**config.mk**
```make
export PLATFORM = sky130hd
export DESIGN_NAME = ps2_host_tx
export DESIGN_NICKNAME = d
export VERILOG_FILES = /design/src/rtl/ps2_host_tx.sv
export SDC_FILE = /design/constraint.sdc
export NUM_CORES = 1
export LEC_CHECK = 0
export CAP_MARGIN = 0
export CORE_MARGIN = 4
export CORE_UTILIZATION = 60
export CTS_CLUSTER_DIAMETER = 30
export CTS_CLUSTER_SIZE = 12
export DETAILED_ROUTE_END_ITERATION = 10
export PLACE_DENSITY = 0.81
export SYNTH_ARGS = -nofsm -noshare
export SYNTH_HDL_FRONTEND = slang
export SYNTH_SLANG_ARGS = --single-unit
```
**constraint.sdc**
```tcl
create_clock -name clk -period 4.45 [get_ports clk]
set_clock_uncertainty 0.05 [all_clocks]
set_input_delay 1.335 -clock clk [delete_from_list [all_inputs] [get_ports clk]]
set_output_delay 1.335 -clock clk [all_outputs]
set_load 0.02 [all_outputs]
```
**src/rtl/ps2_host_tx.sv**
```systemverilog
// ps2_host_tx: host-to-device PS/2 command transmitter.
// Sends one byte per request and drives the pins through open-drain pull-low enables.
//
// Ports:
//   clk, reset                  system clock, async active-high reset
//   tx_data, tx_valid, tx_ready command byte handshake (accept = valid & ready)
//   ps2_clk_in, ps2_data_in     raw pin levels (asynchronous)
//   ps2_clk_oe, ps2_data_oe     1 = pull the pad low, 0 = release
//   busy                        high whenever a frame is in progress
//   done                        one-cycle pulse at frame end
//   ack_ok, timeout             frame status, valid with done, held until next accept
module ps2_host_tx #(
  parameter int INHIBIT_CYCLES = 5000,
  parameter int SETUP_CYCLES   = 50,
  parameter int TIMEOUT_CYCLES = 750000
) (
  input  logic       clk,
  input  logic       reset,
  input  logic [7:0] tx_data,
  input  logic       tx_valid,
  output logic       tx_ready,
  input  logic       ps2_clk_in,
  input  logic       ps2_data_in,
  output logic       ps2_clk_oe,
  output logic       ps2_data_oe,
  output logic       busy,
  output logic       done,
  output logic       ack_ok,
  output logic       timeout
);

  localparam int CW = $clog2(TIMEOUT_CYCLES + 1);

  localparam logic [CW-1:0] INH_LAST = CW'(INHIBIT_CYCLES - 1);
  localparam logic [CW-1:0] SET_LAST = CW'(SETUP_CYCLES - 1);
  localparam logic [CW-1:0] TO_MAX   = CW'(TIMEOUT_CYCLES);
  localparam logic [3:0]    STOP_IDX = 4'd10;

  typedef enum logic [2:0] {
    S_IDLE,
    S_INHIBIT,
    S_REQ,
    S_SEND,
    S_ACK,
    S_WAIT
  } state_e;

  state_e        state_q;
  logic [10:0]   frame_q;
  logic [3:0]    idx_q;
  logic [CW-1:0] cnt_q;

  logic clk_oe_q;
  logic data_oe_q;
  logic ready_q;
  logic busy_q;
  logic done_q;
  logic ack_q;
  logic to_q;

  logic clk_s1_q;
  logic clk_s2_q;
  logic clk_prev_q;
  logic dat_s1_q;
  logic dat_s2_q;

  logic          fall_d;
  logic [CW-1:0] cnt_inc_d;
  logic [3:0]    idx_inc_d;
  logic          to_hit_d;

  // Pins idle high, so the synchronizers reset to 1 to avoid a false edge.
  always_ff @(posedge clk or posedge reset) begin
    if (reset) begin
      clk_s1_q   <= 1'b1;
      clk_s2_q   <= 1'b1;
      clk_prev_q <= 1'b1;
      dat_s1_q   <= 1'b1;
      dat_s2_q   <= 1'b1;
    end else begin
      clk_s1_q   <= ps2_clk_in;
      clk_s2_q   <= clk_s1_q;
      clk_prev_q <= clk_s2_q;
      dat_s1_q   <= ps2_data_in;
      dat_s2_q   <= dat_s1_q;
    end
  end

  assign fall_d    = clk_prev_q & ~clk_s2_q;
  assign cnt_inc_d = cnt_q + 1'b1;
  assign idx_inc_d = idx_q + 1'b1;

  // The device clock watchdog only runs while waiting on device edges.
  assign to_hit_d = ((state_q == S_SEND) || (state_q == S_ACK))
                  && !fall_d && (cnt_inc_d == TO_MAX);

  always_ff @(posedge clk or posedge reset) begin
    if (reset) begin
      state_q   <= S_IDLE;
      frame_q   <= '0;
      idx_q     <= '0;
      cnt_q     <= '0;
      clk_oe_q  <= 1'b0;
      data_oe_q <= 1'b0;
      ready_q   <= 1'b1;
      busy_q    <= 1'b0;
      done_q    <= 1'b0;
      ack_q     <= 1'b0;
      to_q      <= 1'b0;
    end else begin
      done_q <= 1'b0;
      if (to_hit_d) begin
        clk_oe_q  <= 1'b0;
        data_oe_q <= 1'b0;
        to_q      <= 1'b1;
        ack_q     <= 1'b0;
        done_q    <= 1'b1;
        ready_q   <= 1'b1;
        busy_q    <= 1'b0;
        cnt_q     <= '0;
        state_q   <= S_IDLE;
      end else begin
        unique case (state_q)
          S_IDLE: begin
            if (tx_valid && ready_q) begin
              // Bit 0 start, 1..8 data, 9 odd parity, 10 stop.
              frame_q  <= {1'b1, ~^tx_data, tx_data, 1'b0};
              ack_q    <= 1'b0;
              to_q     <= 1'b0;
              cnt_q    <= '0;
              clk_oe_q <= 1'b1;
              ready_q  <= 1'b0;
              busy_q   <= 1'b1;
              state_q  <= S_INHIBIT;
            end
          end
          S_INHIBIT: begin
            if (cnt_q == INH_LAST) begin
              cnt_q     <= '0;
              data_oe_q <= 1'b1;
              state_q   <= S_REQ;
            end else begin
              cnt_q <= cnt_inc_d;
            end
          end
          S_REQ: begin
            if (cnt_q == SET_LAST) begin
              cnt_q     <= '0;
              idx_q     <= '0;
              clk_oe_q  <= 1'b0;
              data_oe_q <= ~frame_q[0];
              state_q   <= S_SEND;
            end else begin
              cnt_q <= cnt_inc_d;
            end
          end
          S_SEND: begin
            if (fall_d) begin
              // Present the next bit right after the device falling edge.
              idx_q     <= idx_inc_d;
              cnt_q     <= '0;
              data_oe_q <= ~frame_q[idx_inc_d];
              if (idx_inc_d == STOP_IDX) begin
                state_q <= S_ACK;
              end
            end else begin
              cnt_q <= cnt_inc_d;
            end
          end
          S_ACK: begin
            if (fall_d) begin
              ack_q   <= ~dat_s2_q;
              cnt_q   <= '0;
              state_q <= S_WAIT;
            end else begin
              cnt_q <= cnt_inc_d;
            end
          end
          S_WAIT: begin
            if (clk_s2_q && dat_s2_q) begin
              done_q  <= 1'b1;
              ready_q <= 1'b1;
              busy_q  <= 1'b0;
              state_q <= S_IDLE;
            end
          end
          default: begin
            clk_oe_q  <= 1'b0;
            data_oe_q <= 1'b0;
            ready_q   <= 1'b1;
            busy_q    <= 1'b0;
            state_q   <= S_IDLE;
          end
        endcase
      end
    end
  end

  assign tx_ready    = ready_q;
  assign ps2_clk_oe  = clk_oe_q;
  assign ps2_data_oe = data_oe_q;
  assign busy        = busy_q;
  assign done        = done_q;
  assign ack_ok      = ack_q;
  assign timeout     = to_q;

endmodule

```
---- Word level (Yosys, flattened, before mapping) ----
Index checks and enable logic that the tools add are counted.
cells by class
  add/subtract/negate cells ............... 2
  multiply operators ...................... 0
  divide/modulo/power cells ............... 0
  order comparisons ....................... 1
  equal/unequal tests ..................... 21
  shift operators ......................... 0
  mux-type cells .......................... 44
  bitwise operators ....................... 5
  reductions and logical operators ........ 26
operators by type and width
  operator                                                    number
  2-to-1 mux 20 bit                                           5
  one-hot mux 20 bit (4 select lines)                         1
  2-to-1 mux 3 bit                                            8
  adder 20 x 1 -> 20 bit, second input constant               1
  == test 20 x 13 -> 1 bit, second input constant             1
  == test 20 bit, second input constant                       1
  == test 20 x 6 -> 1 bit, second input constant              1
  2-to-1 mux 1 bit                                            20
  != test 3 bit, second input constant                        6
  one-hot mux 3 bit (6 select lines)                          1
  AND reduction 3 bit                                         4
  one-hot mux 1 bit (3 select lines)                          3
  2-to-1 mux 4 bit                                            2
  one-hot mux 4 bit (2 select lines)                          1
  AND reduction 4 bit                                         2
  OR reduction 4 bit                                          2
  XNOR reduction 8 bit                                        1
  AND reduction 7 bit                                         1
  == test 3 x 2 -> 1 bit, second input constant               2
  == test 3 bit, second input constant                        2
  != test 2 x 1 -> 1 bit, second input constant               3
  nonzero test 2 bit                                          3
  less-than comparator 4 x 5 -> 1 bit, second input constant  1
  nonzero test 5 bit                                          1
  18 further kinds                                            26
word-level totals
  flip-flop bits (word level) ............. 49
  latch bits .............................. 0
  memory bits (writable) .................. 0
  bits in read-only memories .............. 0
  input bits .............................. 13
  output and inout bits ................... 7
  logic and storage cells ................. 115
  memories ................................ 0

---- Longest topological paths before layout ----
  depth in word-level cells ............... 7
  gate-level depth with buffers ........... 11
  depth with buffers taken out ............ 10

---- Worst setup path after synthesis ----
Ideal clock, no wire load.
  path kind ............................... register -> register
  start ................................... register cnt_q[0]
  end ..................................... register cnt_q[13]
  setup time .............................. 124 ps
  arrival time ............................ 2517 ps
  data required time ...................... 4276 ps
  slack ................................... 1759 ps
  stages on the path, launching flop included .. 12
  buffers on the path ..................... 2
  period minus slack after synthesis ...... 2691 ps
  path through ............................ dfrtp_1 -> ha_1 -> buf_2 -> nand2_1 -> nor4_2 -> xor2_1 -> nand2_1 -> or4_4 -> o21ai_4 -> buf_6 -> nor2_2 -> a211o_1
on the way
  longest elaborated chain between the ends .. 5
  elaborated cells on any way between the ends .. 13
  classes of those cells .................. add/sub (1); eq/ne (4); mux (5); reduce/logical (3)
RTL lines
  item                                                           RTL line  RTL
  from (decl)                                                    51        logic [CW-1:0] cnt_q;
  from (signal assigned)                                         143       cnt_q <= cnt_inc_d;
  from (signal assigned)                                         154       cnt_q <= cnt_inc_d;
  from (signal assigned)                                         167       cnt_q <= cnt_inc_d;
  adder 20 x 1 -> 20 bit                                         90        assign cnt_inc_d = cnt_q + 1'b1;
  == test 20 bit                                                 95        && !fall_d && (cnt_inc_d == TO_MAX);
  logical AND 1 bit                                              95
  != test 3 bit (no line) or nonzero test 5 bit (tied branches)  n/a
  AND reduction 2 bit (no line)                                  n/a
Several ways; a longest one is shown, not always the timed one.
A chain may end at the register's enable or synchronous reset.

---- Worst setup path in the final report ----
  start ................................... register cnt_q[10]
  end ..................................... register cnt_q[7]
Same word-level chain as after synthesis.

==> metrics.csv <==
metric,value,unit
antenna_found_initial,0,
grt_pass1_wl,11100,um
power.total,754,uW
syn_inst,317,
ant_nets,0,
dieArea,6110,um2
setup_tns,0,ns
start_util,62.1,%
cts_made_buffers,5,
ys_seq_elements,49,
drv_cap,0,
tightest_slew,0.987,ns
p_sw,161,uW
postCtsHoldBufs,0,
ctsHtreeMaxLevel,2,
areaGrowthSynthToFinish,9.32,%
ir_drop,0.222,mV
drt-total-wl,6230,um
p_seq_share,59.8,%
cts_resized,0,
switching_share,21.4,%
die_h,78.2,um
post-place-ws,1.43,ns
antenna_cells,0,
final_nets,341,
post-route-min-period,3.07,ns
fin_ws,1.38,ns
outcome,"complete, no violations",
p_clk_share,35.8,%
powerDensity,233,nW/um2
async_flop_share,100,%
fp-row-count,25,
post_cts_buffers,0,
overflow,0,
power.leakage,0.00138,uW
synth_nets,335,
syn_avg_cell_area,9.32,um2
setup_viol,0,
hpwlAfterDp,4380,um
arrival,3.21,ns
drive_gt1_share,13.9,%
path_clk_slew,0.09,ns
clock_path_buffers,2,
max_freq,326,MHz
cts_tree,yes,
synth_enable_flop_cells,0,
yosys.area.top_type,dfrtp_1,
worstPathMaxFanout,18,
startpoint_type,register,
fillers,392,
combPwrFrac,4.5,%
layout_common_cells,"dfrtp_1, nand2_1, o21ai_0",
clkSinkCount,49,
max-slew-margin-rel,34.1,%
p_int,593,uW
whs,0.315,ns
via_per_inst,6.13,
die_w,78.2,um
setup.worst_path.class,reg2reg,
grt_max_degree,50,
setup.worst_path.end_class,register,
clock_latency,0.30,ns
drv_slew,0,
grt_pass1_vias,2311,
critPathRequiredTime,4.59,ns
hold_viol_final,0,
final_common_cell,dfrtp_1,
firstDrtPassIters,5,
drtIter0Drc,258,
root_buffer,clkbuf_8,
gp_congestion,0.981,
boundaryPins,20,
port_buffers,19,
hp-class,reg2reg,
drc,0,
wl_per_cell,15.9,um
netlist.area_leader.share,36.4,%
yosys.cell_types.count,59,
vias,2396,
finalCritPeriodShare,68.9,%
yosysSeqAreaShare,41.8,%
rsz0062_at_grt,false,
synth_flop_cell,dfrtp_1,
syn_area,2950,um2
coreArea,4750,um2
ys.warnings.count,0,
track_usage,22.5,%
ys_top_cells_by_area,"dfrtp_1, dfstp_2, nand2_1, o21ai_0, xnor2_1",
utilization,67.9,%
cell type report:
cell class | count | area (um2) | share of cell area, %
multi-input cells | 239 | 1590 | 49.1
flip-flops and latches | 49 | 1230 | 38.2
repair buffers | 21 | 205 | 6.35
clock buffers | 7 | 86.3 | 2.67
well taps | 67 | 83.8 | 2.60
inverters | 7 | 26.3 | 0.814
clock inverters | 1 | 7.51 | 0.232
state kept, by name, indices dropped and copies added, names as in the netlist:
name	count
ps2_clk_oe	1
ack_ok	1
frame_q	10
clk_s2_q	1
dat_s1_q	1
clk_prev_q	1
cnt_q	20
timeout	1
busy	1
done	1
idx_q	4
state_q	3
dat_s2_q	1
ps2_data_oe	1
clk_s1_q	1
tx_ready	1
synth_stat cells, types with 2 or more instances:
master     n
ha_1       5
nand2b_1   3
and3_1     8
or2_2      2
nor3b_1    3
a22oi_1    2
dfrtp_1   43
nor4_1     7
o21bai_1   2
or3_1      2
buf_2      8
buf_4      2
a21o_1     5
inv_1      7
nor2_1    17
a21oi_1    9
mux2_2    11
nor4_2     3
a211o_1    4
xnor2_1   15
a31oi_1    2
nand3b_1   2
xor2_1     5
o21ai_0   27
nand3_1   14
nor3_1     8
mux2i_1    3
dfstp_2    6
nand4_1    8
o211ai_1   2
nand2_1   39
a22o_1     3
clkbuf_1  10
nor2b_1    3
o31ai_1    3
power groups by stage:
stage,clock network [uW],logic [uW],registers (uW)
global placement,0,34.3,459
global route,299,37.6,451
detailed placement,0,34.8,459
CTS,279,34.6,451
finish,270,33.7,450
floorplan,0,18.4,459
critical path: stages, from the launching register on:
cell      delay (ns)
dfrtp_1         0.51
nand4_1         0.27
nor4_1          0.51
xnor2_1         0.17
nand4b_1        0.12
or4_4           0.54
o21ai_4         0.42
nor2_1          0.10
a211o_1         0.27
cells by family (layout without fill, tap and decap cells):
| logic type | count (synthesis) | in the layout | share of synthesized area (%) |
|---|---|---|---|
| compound gates | 69 | 69 | 15.4 |
| fa+ha+maj | 5 | 5 | 2.12 |
| flops | 49 | 49 | 41.8 |
| xor+xnor | 20 | 20 | 5.93 |
| mux | 15 | 15 | 5.97 |
| buf+inv | 29 | 36 | 4.53 |
| simple gates | 130 | 130 | 24.3 |
worst paths after layout:
path | slack [ns] | to | depth (start not counted) | from
min reg2reg | 0.31 | dat_s2_q | 0 | dat_s1_q
min in group asynchronous | 1.54 | idx_q[0] | 2 | reset
min | 0.31 | dat_s2_q | 0 | dat_s1_q
max | 1.38 | cnt_q[7] | 8 | cnt_q[10]
max in group asynchronous | 2.20 | cnt_q[19] | 2 | reset
max reg2reg | 1.38 | cnt_q[7] | 8 | cnt_q[10]
per-layer routing:
layer	up-vias	global-route usage [%]	part of all wire [%]
li1	1144	-	-
met1	1136	33.5	46
met2	104	33.9	46
met3	12	3.90	6.6
met4	0	6.29	1.2
met5	-	0	0
metrics by stage:
step | instance area, um2 | instances
4_1_cts | 3230 | 391
5_1_grt | 3230 | 391
2_1_floorplan | 2950 | 317
3_5_place_dp | 3140 | 383
6_report | 3230 | 391
3_3_place_gp | 3140 | 383
Power figures use the tool's default switching activity.
